### src/rtl/proc_pkg.sv
// Shared processor definitions for the register-file writeback path.
package proc_pkg;

    localparam int DATA_W   = 8;
    localparam int ADDR_W   = 3;
    localparam int NUM_REGS = 1 << ADDR_W;
    localparam int CNT_W    = 2;

    typedef enum logic {
        GNT_ALU = 1'b0,
        GNT_MEM = 1'b1
    } grant_e;

    // Two-way round-robin pick; result is one-hot {mem, alu}.
    function automatic logic [1:0] rr_pick(input logic alu_v, input logic mem_v, input grant_e last);
        logic [1:0] gnt;
        if (alu_v && mem_v) begin
            gnt = (last == GNT_MEM) ? 2'b01 : 2'b10;
        end else begin
            gnt = {mem_v, alu_v};
        end
        return gnt;
    endfunction

endpackage

### src/rtl/regfile_wb_ctrl_if.sv
// Writeback, issue and hazard-check signals between the pipeline and regfile_wb_ctrl.
interface regfile_wb_ctrl_if #(
    parameter int DATA_W = proc_pkg::DATA_W,
    parameter int ADDR_W = proc_pkg::ADDR_W
);
    logic              ALU_VALID;
    logic [ADDR_W-1:0] ALU_ADDR;
    logic [DATA_W-1:0] ALU_DATA;
    logic              ALU_READY;
    logic              MEM_VALID;
    logic [ADDR_W-1:0] MEM_ADDR;
    logic [DATA_W-1:0] MEM_DATA;
    logic              MEM_READY;
    logic              RF_WRITE;
    logic [ADDR_W-1:0] RF_INADDRESS;
    logic [DATA_W-1:0] RF_INDATA;
    logic              ISSUE_VALID;
    logic [ADDR_W-1:0] ISSUE_ADDR;
    logic              ISSUE_READY;
    logic [ADDR_W-1:0] CHECK_ADDR1;
    logic [ADDR_W-1:0] CHECK_ADDR2;
    logic              HAZARD;
    logic              SB_ERR;

    modport master (
        output ALU_VALID, ALU_ADDR, ALU_DATA, MEM_VALID, MEM_ADDR, MEM_DATA,
               ISSUE_VALID, ISSUE_ADDR, CHECK_ADDR1, CHECK_ADDR2,
        input  ALU_READY, MEM_READY, RF_WRITE, RF_INADDRESS, RF_INDATA,
               ISSUE_READY, HAZARD, SB_ERR
    );

    modport slave (
        input  ALU_VALID, ALU_ADDR, ALU_DATA, MEM_VALID, MEM_ADDR, MEM_DATA,
               ISSUE_VALID, ISSUE_ADDR, CHECK_ADDR1, CHECK_ADDR2,
        output ALU_READY, MEM_READY, RF_WRITE, RF_INADDRESS, RF_INDATA,
               ISSUE_READY, HAZARD, SB_ERR
    );
endinterface

### src/rtl/wb_rr_arbiter.sv
// Two-way round-robin arbiter for the shared register-file write port.
module wb_rr_arbiter
    import proc_pkg::*;
(
    input  logic       i_clk,
    input  logic       i_rst,
    input  logic       i_alu_valid,
    input  logic       i_mem_valid,
    output logic       o_alu_ready,
    output logic       o_mem_ready,
    output logic [1:0] o_gnt
);

    grant_e     r_last_grant;
    logic [1:0] w_gnt;

    // Grant decision; nothing is granted while reset is held.
    always_comb begin
        w_gnt = 2'b00;
        if (i_rst) begin
            w_gnt = 2'b00;
        end else begin
            w_gnt = rr_pick(i_alu_valid, i_mem_valid, r_last_grant);
        end
    end

    // Remember the most recent winner so the other source wins the next conflict.
    always_ff @(posedge i_clk) begin
        if (i_rst) begin
            r_last_grant <= GNT_MEM;
        end else if (w_gnt[0]) begin
            r_last_grant <= GNT_ALU;
        end else if (w_gnt[1]) begin
            r_last_grant <= GNT_MEM;
        end else begin
            r_last_grant <= r_last_grant;
        end
    end

    assign o_gnt       = w_gnt;
    assign o_alu_ready = w_gnt[0];
    assign o_mem_ready = w_gnt[1];

endmodule

### src/rtl/regfile_wb_ctrl.sv
// Writeback controller: arbitrates ALU/load writebacks onto the register file and tracks pending writes.
module regfile_wb_ctrl
    import proc_pkg::*;
#(
    parameter int DATA_W = proc_pkg::DATA_W,
    parameter int ADDR_W = proc_pkg::ADDR_W,
    parameter int CNT_W  = proc_pkg::CNT_W
) (
    input  logic              CLK,
    input  logic              RESET,
    regfile_wb_ctrl_if.slave  bus
);

    localparam int              NREGS   = 1 << ADDR_W;
    localparam logic [CNT_W-1:0] CNT_MAX = {CNT_W{1'b1}};
    localparam logic [CNT_W-1:0] CNT_ONE = {{(CNT_W-1){1'b0}}, 1'b1};

    logic [1:0]        w_gnt;
    logic              w_alu_ready;
    logic              w_mem_ready;
    logic              w_alu_xfer;
    logic              w_mem_xfer;
    logic              w_issue_ready;
    logic              w_issue_fire;
    logic [NREGS-1:0]  w_inc;
    logic [NREGS-1:0]  w_dec;
    logic [NREGS-1:0]  w_dec_at_zero;
    logic              r_rf_write;
    logic [ADDR_W-1:0] r_rf_addr;
    logic [DATA_W-1:0] r_rf_data;
    logic              r_sb_err;
    logic [CNT_W-1:0]  r_cnt [NREGS];

    wb_rr_arbiter u_arb (
        .i_clk       (CLK),
        .i_rst       (RESET),
        .i_alu_valid (bus.ALU_VALID),
        .i_mem_valid (bus.MEM_VALID),
        .o_alu_ready (w_alu_ready),
        .o_mem_ready (w_mem_ready),
        .o_gnt       (w_gnt)
    );

    assign w_alu_xfer    = bus.ALU_VALID && w_alu_ready;
    assign w_mem_xfer    = bus.MEM_VALID && w_mem_ready;
    assign w_issue_ready = !RESET && (r_cnt[bus.ISSUE_ADDR] != CNT_MAX);
    assign w_issue_fire  = bus.ISSUE_VALID && w_issue_ready;

    // Output register feeding the register file write port.
    always_ff @(posedge CLK) begin
        if (RESET) begin
            r_rf_write <= 1'b0;
            r_rf_addr  <= {ADDR_W{1'b0}};
            r_rf_data  <= {DATA_W{1'b0}};
        end else begin
            r_rf_write <= w_alu_xfer || w_mem_xfer;
            if (w_alu_xfer) begin
                r_rf_addr <= bus.ALU_ADDR;
                r_rf_data <= bus.ALU_DATA;
            end else if (w_mem_xfer) begin
                r_rf_addr <= bus.MEM_ADDR;
                r_rf_data <= bus.MEM_DATA;
            end else begin
                r_rf_addr <= r_rf_addr;
                r_rf_data <= r_rf_data;
            end
        end
    end

    // Per-register increment/decrement requests; the decrement tracks the write being presented now.
    always_comb begin
        w_inc         = {NREGS{1'b0}};
        w_dec         = {NREGS{1'b0}};
        w_dec_at_zero = {NREGS{1'b0}};
        for (int i = 0; i < NREGS; i++) begin
            w_inc[i]         = w_issue_fire && (bus.ISSUE_ADDR == ADDR_W'(i));
            w_dec[i]         = r_rf_write && (r_rf_addr == ADDR_W'(i));
            w_dec_at_zero[i] = w_dec[i] && (r_cnt[i] == {CNT_W{1'b0}});
        end
    end

    // Pending-write counters and the sticky underflow flag.
    always_ff @(posedge CLK) begin
        if (RESET) begin
            r_sb_err <= 1'b0;
            for (int i = 0; i < NREGS; i++) begin
                r_cnt[i] <= {CNT_W{1'b0}};
            end
        end else begin
            r_sb_err <= r_sb_err || (|w_dec_at_zero);
            for (int i = 0; i < NREGS; i++) begin
                case ({w_inc[i], w_dec[i]})
                    2'b10:   r_cnt[i] <= r_cnt[i] + CNT_ONE;
                    2'b01:   r_cnt[i] <= (r_cnt[i] == {CNT_W{1'b0}}) ? r_cnt[i] : r_cnt[i] - CNT_ONE;
                    default: r_cnt[i] <= r_cnt[i];
                endcase
            end
        end
    end

    assign bus.ALU_READY    = w_alu_ready;
    assign bus.MEM_READY    = w_mem_ready;
    assign bus.ISSUE_READY  = w_issue_ready;
    assign bus.RF_WRITE     = r_rf_write;
    assign bus.RF_INADDRESS = r_rf_addr;
    assign bus.RF_INDATA    = r_rf_data;
    assign bus.SB_ERR       = r_sb_err;
    assign bus.HAZARD       = (r_cnt[bus.CHECK_ADDR1] != {CNT_W{1'b0}}) ||
                              (r_cnt[bus.CHECK_ADDR2] != {CNT_W{1'b0}});

endmodule

### src/flat_wrapper.sv
// flat-port wrapper written by rule: the top's interface ports become plain ports
module regfile_wb_ctrl_flat import proc_pkg::*;
#(
    parameter int DATA_W = proc_pkg::DATA_W,
    parameter int ADDR_W = proc_pkg::ADDR_W,
    parameter int CNT_W  = proc_pkg::CNT_W
)
  (CLK, RESET, bus_ALU_VALID, bus_ALU_ADDR, bus_ALU_DATA, bus_MEM_VALID, bus_MEM_ADDR, bus_MEM_DATA, bus_ISSUE_VALID, bus_ISSUE_ADDR, bus_CHECK_ADDR1, bus_CHECK_ADDR2, bus_ALU_READY, bus_MEM_READY, bus_RF_WRITE, bus_RF_INADDRESS, bus_RF_INDATA, bus_ISSUE_READY, bus_HAZARD, bus_SB_ERR);
  regfile_wb_ctrl_if #(.DATA_W(DATA_W), .ADDR_W(ADDR_W)) bus_i ();
  input  logic CLK;
  input  logic RESET;
  input wire logic [$bits(bus_i.ALU_VALID)-1:0] bus_ALU_VALID;
  input wire logic [$bits(bus_i.ALU_ADDR)-1:0] bus_ALU_ADDR;
  input wire logic [$bits(bus_i.ALU_DATA)-1:0] bus_ALU_DATA;
  input wire logic [$bits(bus_i.MEM_VALID)-1:0] bus_MEM_VALID;
  input wire logic [$bits(bus_i.MEM_ADDR)-1:0] bus_MEM_ADDR;
  input wire logic [$bits(bus_i.MEM_DATA)-1:0] bus_MEM_DATA;
  input wire logic [$bits(bus_i.ISSUE_VALID)-1:0] bus_ISSUE_VALID;
  input wire logic [$bits(bus_i.ISSUE_ADDR)-1:0] bus_ISSUE_ADDR;
  input wire logic [$bits(bus_i.CHECK_ADDR1)-1:0] bus_CHECK_ADDR1;
  input wire logic [$bits(bus_i.CHECK_ADDR2)-1:0] bus_CHECK_ADDR2;
  output wire logic [$bits(bus_i.ALU_READY)-1:0] bus_ALU_READY;
  output wire logic [$bits(bus_i.MEM_READY)-1:0] bus_MEM_READY;
  output wire logic [$bits(bus_i.RF_WRITE)-1:0] bus_RF_WRITE;
  output wire logic [$bits(bus_i.RF_INADDRESS)-1:0] bus_RF_INADDRESS;
  output wire logic [$bits(bus_i.RF_INDATA)-1:0] bus_RF_INDATA;
  output wire logic [$bits(bus_i.ISSUE_READY)-1:0] bus_ISSUE_READY;
  output wire logic [$bits(bus_i.HAZARD)-1:0] bus_HAZARD;
  output wire logic [$bits(bus_i.SB_ERR)-1:0] bus_SB_ERR;
  assign bus_i.ALU_VALID = bus_ALU_VALID;
  assign bus_i.ALU_ADDR = bus_ALU_ADDR;
  assign bus_i.ALU_DATA = bus_ALU_DATA;
  assign bus_i.MEM_VALID = bus_MEM_VALID;
  assign bus_i.MEM_ADDR = bus_MEM_ADDR;
  assign bus_i.MEM_DATA = bus_MEM_DATA;
  assign bus_i.ISSUE_VALID = bus_ISSUE_VALID;
  assign bus_i.ISSUE_ADDR = bus_ISSUE_ADDR;
  assign bus_i.CHECK_ADDR1 = bus_CHECK_ADDR1;
  assign bus_i.CHECK_ADDR2 = bus_CHECK_ADDR2;
  assign bus_ALU_READY = bus_i.ALU_READY;
  assign bus_MEM_READY = bus_i.MEM_READY;
  assign bus_RF_WRITE = bus_i.RF_WRITE;
  assign bus_RF_INADDRESS = bus_i.RF_INADDRESS;
  assign bus_RF_INDATA = bus_i.RF_INDATA;
  assign bus_ISSUE_READY = bus_i.ISSUE_READY;
  assign bus_HAZARD = bus_i.HAZARD;
  assign bus_SB_ERR = bus_i.SB_ERR;
  regfile_wb_ctrl #(.DATA_W(DATA_W), .ADDR_W(ADDR_W), .CNT_W(CNT_W)) u_core (.CLK(CLK), .RESET(RESET), .bus(bus_i));
endmodule
### config.mk
export PLATFORM = sky130hd
export DESIGN_NAME = regfile_wb_ctrl_flat
export DESIGN_NICKNAME = d
export VERILOG_FILES = /design/src/rtl/proc_pkg.sv /design/src/rtl/regfile_wb_ctrl_if.sv /design/src/rtl/wb_rr_arbiter.sv /design/src/rtl/regfile_wb_ctrl.sv /design/src/flat_wrapper.sv
export SDC_FILE = /design/constraint.sdc
export NUM_CORES = 1
export LEC_CHECK = 0
export BUFFER_PORTS_ARGS = -buffer_cell sky130_fd_sc_hd__buf_4
export CAP_MARGIN = 10
export CORE_ASPECT_RATIO = 1.25
export CORE_UTILIZATION = 46
export CTS_CLUSTER_SIZE = 12
export DETAILED_ROUTE_END_ITERATION = 6
export PLACE_DENSITY = 0.7
export REMOVE_ABC_BUFFERS = 1
export SYNTH_ARGS = -nofsm -noshare
export SYNTH_HDL_FRONTEND = slang
export SYNTH_SLANG_ARGS = --single-unit
export TNS_END_PERCENT = 100
### constraint.sdc
create_clock -name CLK -period 2.7 [get_ports CLK]
set_clock_uncertainty 0.1 [all_clocks]
set_input_delay 0.54 -clock CLK [delete_from_list [all_inputs] [get_ports CLK]]
set_output_delay 0.54 -clock CLK [all_outputs]
set_load 0.005 [all_outputs]
Yosys cells after proc, flatten, opt, wreduce, memory -nomap -nowiden
Memory sizes are Yosys's and may differ from the RTL's.
Cells that the tools add are included.
{"block": "totals", "ff_bits": 14, "ram_bits": 16, "input_bits": 36, "out_inout_bits": 17, "wordCells": 248, "n_memories": 1}
{"block": "op_classes", "add_sub_neg": 16, "n_eq_ne": 31, "n_mux": 115, "n_bitwise": 24, "reduce_logical": 56}
{"name": "u_core.r_cnt", "depth": 8, "width": 2, "read_ports": 11, "rd_ports_with_merged_regs": 0, "wr": 8, "line_no": "regfile_wb_ctrl.sv:32", "rtl": "logic [CNT_W-1:0] r_cnt [NREGS];"}
{"operator": "$mux W1", "n": 76}
{"operator": "$mux W2", "n": 35}
{"operator": "$logic_and A1 B1 Y1", "n": 29}
{"operator": "$eq A3 B3 Y1 const B", "n": 8}
{"operator": "$or A1 B1 Y1", "n": 24}
{"operator": "$add A2 B1 Y2 const B", "n": 8}
{"operator": "$eq A2 B1 Y1 const B", "n": 8}
{"operator": "$eq A2 B2 Y1 const B", "n": 8}
{"operator": "$logic_not A2 Y1", "n": 8}
{"operator": "$mux W8", "n": 2}
{"operator": "$reduce_or A2 Y1", "n": 8}
{"operator": "$sub A2 B1 Y2 const B", "n": 8}
{"operator": "$eq A3 B2 Y1 const B", "n": 4}
{"operator": "$reduce_bool A2 Y1", "n": 4}
{"operator": "$reduce_or A8 Y1", "n": 1}
{"operator": "$eq A3 B1 Y1 const B", "n": 2}
{"operator": "$logic_not A3 Y1", "n": 2}
{"operator": "$mux W3", "n": 2}
{"operator": "$logic_or A1 B1 Y1", "n": 3}
{"operator": "$ne A2 B2 Y1 const B", "n": 1}
{"operator": "$logic_not A1 Y1", "n": 1}

Depth between registers and ports, before layout
An unclocked memory read counts as a cell.
{"block": "depth", "depth_word": 12, "depth_mapped": 10, "mapped_depth_nobuf": 9}

Modules after synthesis
Synthesis repeated with hierarchy kept, for this count alone.
{"block": "hier_totals", "cells_unflattened": 282, "area_unflattened_um2": 2262.2}
{"module": "regfile_wb_ctrl", "instances": 1, "cells_each": 273, "area_per_inst_um2": 2189.6}
{"module": "wb_rr_arbiter", "instances": 1, "cells_each": 9, "area_per_inst_um2": 72.6}

Worst setup path before layout
OpenSTA, ideal clock, no wires.
{"block": "synth_path", "path_kind": "input -> register", "startpoint": "input port bus_ISSUE_ADDR[1]", "endpoint": "memory u_core.r_cnt[5][0], enable pin", "arrival_time_ps": 1985, "t_required_ps": 2273, "setup_slack_ps": 288, "stages": 8, "n_path_buf": 2, "path_cell_list": "buf_2 clkbuf_1 o211ai_1 or2_2 ha_1 nor2b_1 a21oi_1 o21ai_0"}
{"element": "from (decl)", "line_no": "flat_wrapper.sv:19", "rtl": "input wire logic [$bits(bus_i.ISSUE_ADDR)-1:0] bus_ISSUE_ADDR;"}
{"element": "to (decl)", "line_no": "regfile_wb_ctrl.sv:32"}

==> impl_table.tex <==
\begin{tabular}{lr}
\hline
Metric & Value \\
\hline
\multicolumn{2}{l}{\textbf{Synth}} \\
Warnings from Yosys & 0 \\
Post-synth EDFFs & 16 \\
Synthesized flop and latch total & 30 \\
Cell types occupying the most area after synthesis & edfxtp\_1 22\%, dfxtp\_1 13\%, ha\_1 9.6\%, nor2\_1 7.8\%, mux2i\_1 5.4\% \\
Per-instance average area after synthesis & 8.77 um2 \\
Share of the synthesized area in the top cell type & 21.7\% \\
Sequential element share of the synthesized area & 34.3\% \\
Cell variety after synth & 38 \\
Commonest register cell after synthesis & edfxtp\_1 \\
Post-synth top area cell & edfxtp\_1 \\
Asr flop ratio synth & 0\% \\
Synth Instances & 253 \\
Mapped Area & 0.00222 mm2 \\
\multicolumn{2}{l}{\textbf{Clocking}} \\
Clock sink count & 30 \\
Worst-Skew Late Latency & 280 ps \\
Register clock-pin slew on the reported worst setup and hold paths & 70 ps \\
Cts hold-fix bufs & 0 \\
Library cell used as clock root buffer & clkbuf\_8 \\
Post-cts repair resize count & 0 \\
\# H-tree levels & 2 \\
Maximum buffer depth of the clock tree & 2 \\
TritonCTS Buffers & 5 \\
Buffer count from post-CTS setup fixing & 0 \\
TritonCTS clock tree & yes \\
\multicolumn{2}{l}{\textbf{Layout}} \\
Share of final-layout standard cells stronger than drive strength 1 & 25.1\% \\
Leading cell type in the layout, fill and taps excluded & buf\_4 \\
Antenna diode count & 0 \\
Most frequent cells in the layout & 56 x buf\_4, 46 x nor2\_1, 19 x nor3\_1 \\
Final layout net count & 359 \\
Sequential Area & 761 um2 \\
Fin area & 0.00276 mm2 \\
Combined area of the multi-input logic cells & 0.00134 mm2 \\
Synth-to-layout area growth & 24.3\% \\
Fill cells & 412 \\
\multicolumn{2}{l}{\textbf{Timing}} \\
Slew of the pin with the lowest slew margin & 427 ps \\
Slew headroom & 71.3\% \\
Post-Route Setup TNS & 0 ps \\
Number of hold violations in the final report & 0 \\
Period utilisation layout & 88.3\% \\
Timing-limited maximum frequency & 419 MHz \\
Time the worst path needs with I/O delays and setup & 2380 ps \\
Unrepaired setup endpoints after global routing & no \\
Final Slew Violations & 0 \\
Final setup viols & 0 \\
\multicolumn{2}{l}{\textbf{Detailed routing}} \\
Vias after detailed routing & 2010 \\
WL final & 4870 um \\
Final routed DRC violation total & 0 \\
1st-pass router iterations & 4 \\
Detail-routed via count per cell & 5.51 \\
Wirelength per Cell & 13.3 um \\
Residual antenna-violating net count after detailed routing & 0 \\
Drt initial violations & 77 \\
\multicolumn{2}{l}{\textbf{Global route}} \\
Largest net degree at the start of global routing & 30 \\
Overflow left after global routing & 0 \\
Overall Global Routing Usage & 21.1\% \\
Vias in the first global route & 1963 \\
Wire length of the first global-routing pass & 8450 um \\
Initial antenna violation count & 0 \\
\multicolumn{2}{l}{\textbf{Setup path}} \\
Worst Path Required & 2060 ps \\
Crit path cell chain & nor2\_1, mux4\_2, mux2\_4, o211ai\_2, buf\_4 \\
Cell count along the critical path & 5 \\
Slowest cell on the critical path & edfxtp\_1 \\
Data arrival time of the worst path & 1740 ps \\
Count of buffering cells on the critical path with inverters included & 1 \\
Family with the most delay on the worst path & multiplexers \\
Crit-path max cell delay & 450 ps \\
Worst setup SP type & register \\
Worst reg-to-reg path cell count & 7 \\
Setup Crit Path Kind & register to output pin \\
Maximum net fanout on the critical path & 5 \\
Kind of end point of the critical path & output pin \\
\multicolumn{2}{l}{\textbf{Min path}} \\
Class of the tightest hold or removal check & primary input to register \\
Hold depth & 2 \\
\multicolumn{2}{l}{\textbf{Job}} \\
Max-capacitance violation count & 0 \\
\multicolumn{2}{l}{\textbf{Die}} \\
Height of the die & 79.6 um \\
Chip width & 64.1 um \\
Initial Utilization & 49.0\% \\
Core area & 0.00453 mm2 \\
Total die area & 0.00511 mm2 \\
Boundary pin count & 53 \\
Number of standard-cell rows in the floorplan & 27 \\
\multicolumn{2}{l}{\textbf{Placed design}} \\
DP Area & 0.00266 mm2 \\
DP Wirelength & 3820 um \\
Last weighted congestion value of the routability-driven placer & 0.817 \\
Buffers added on ports & 52 \\
\multicolumn{2}{l}{\textbf{Pwr}} \\
Leak & 1.24 nW \\
Total power density per cell area & 446 mW/mm2 \\
Worst vdd rail ir drop & 0.000265 V \\
\multicolumn{2}{l}{\textbf{Run status}} \\
Run status & completed \\
\hline
\end{tabular}
-- where the power goes --
| part | switching, mW | leakage, nW | internal [mW] | total, mW |
|---|---|---|---|---|
| clock | 0.178 | 0.0515 | 0.205 | 0.384 |
| sequential | 0.0357 | 0.280 | 0.523 | 0.558 |
| combinational | 0.136 | 0.911 | 0.150 | 0.286 |
| total | 0.350 | 1.24 | 0.878 | 1.23 |
-- per-stage QoR --
| step | hold WS, ps | worst slack [ps] | total power [mW] | std cells | util, % |
|---|---|---|---|---|---|
| 5_1_grt | 383 | 218 | 1.29 | 365 | 60.9 |
| 3_3_place_gp | 389 | 240 | 0.850 | 357 | 58.8 |
| 2_1_floorplan | 386 | 445 | 0.725 | 243 | - |
| 3_5_place_dp | 391 | 149 | 0.855 | 357 | 58.8 |
| 6_report | 365 | 316 | 1.23 | 365 | 60.9 |
| 4_1_cts | 365 | 304 | 1.23 | 365 | 60.9 |
-- cell usage after synthesis (2+ instances only) --
master and instances:
nor2_1 46, nor3_1 19, ha_1 17, inv_1 17, edfxtp_1 16, dfxtp_1 14, nand2_1 13, a211oi_1 12
mux2i_1 12, o21ai_0 12, a21oi_1 8, nand2b_1 8, xnor2_1 7, clkbuf_1 6, a211o_1 4, mux4_2 4
nand3_1 4, or2_2 4, buf_2 3, nand4_1 3, or3_1 3, nand4b_1 2, o211ai_1 2, o211ai_2 2
xor2_1 2
-- per-layer routing --
layer / vias to the layer above / global-route usage (%) / share of wire, % / routed length [um]
met2: 74 / 37.4 / 49 / 2380
met3: 7 / 5.43 / 7.5 / 367
met5: - / 0 / 0 / 0
li1: 1011 / - / - / -
met1: 918 / 24.3 / 42 / 2050
met4: 0 / 7.56 / 1.4 / 67
-- cell families (layout without fill, tap and decap cells) --
logic type / after synthesis / count (layout) / synth area share (%)
AO/OA/AOI/OAI: 44 / 44 / 13.5
adder cells (fa/ha/maj): 17 / 17 / 9.59
AND/OR/NAND/NOR: 107 / 107 / 22.5
multiplexers: 18 / 18 / 11.3
XOR/XNOR: 9 / 9 / 3.55
flip-flops: 30 / 30 / 34.3
buffers and inverters: 28 / 82 / 5.24
-- worst paths after layout --
| check | startpoint | slack, ps | endpoint |
|---|---|---|---|
| worst min-delay path | bus_ALU_VALID | 360 | u_core.u_arb.r_last_grant$_SDFFE_PP1P_ |
| worst min register to register | u_core.bus.RF_INDATA[1]$_SDFFE_PP0P_ | 400 | u_core.bus.RF_INDATA[1]$_SDFFE_PP0P_ |
| worst max-delay path | u_core.r_cnt[3][0]$_SDFFCE_PN0P_ | 320 | bus_HAZARD |
| worst max register to register | u_core.r_cnt[3][0]$_SDFFCE_PN0P_ | 440 | u_core.r_cnt[1][0]$_SDFFCE_PN0P_ |
-- layout make-up --
| type | instances | share of cell area (%) |
|---|---|---|
| Tap cell | 58 | 2.63 |
| Clock inverter | 2 | 0.409 |
| Multi-Input combinational cell | 195 | 48.7 |
| Sequential cell | 30 | 27.6 |
| Clock buffer | 6 | 3.00 |
| Inverter | 18 | 2.45 |
| Timing Repair Buffer | 56 | 15.3 |
-- sequential cells by signal, indices dropped and copies added (netlist names) --
register and count:
u_core.bus.RF_INADDRESS 3, u_core.bus.RF_INDATA 8, u_core.bus.RF_WRITE 1, u_core.bus.SB_ERR 1, u_core.r_cnt 16, u_core.u_arb.r_last_grant 1
-- worst reg2reg max path, stage by stage (launching register included) --
cell	delay, ps
edfxtp_1	470
nand3_1	130
o21ai_0	120
nand2b_1	210
or3_1	320
ha_1	250
a211o_1	280
nand2_1	100
Note: power is estimated with default switching activity, not from simulation.
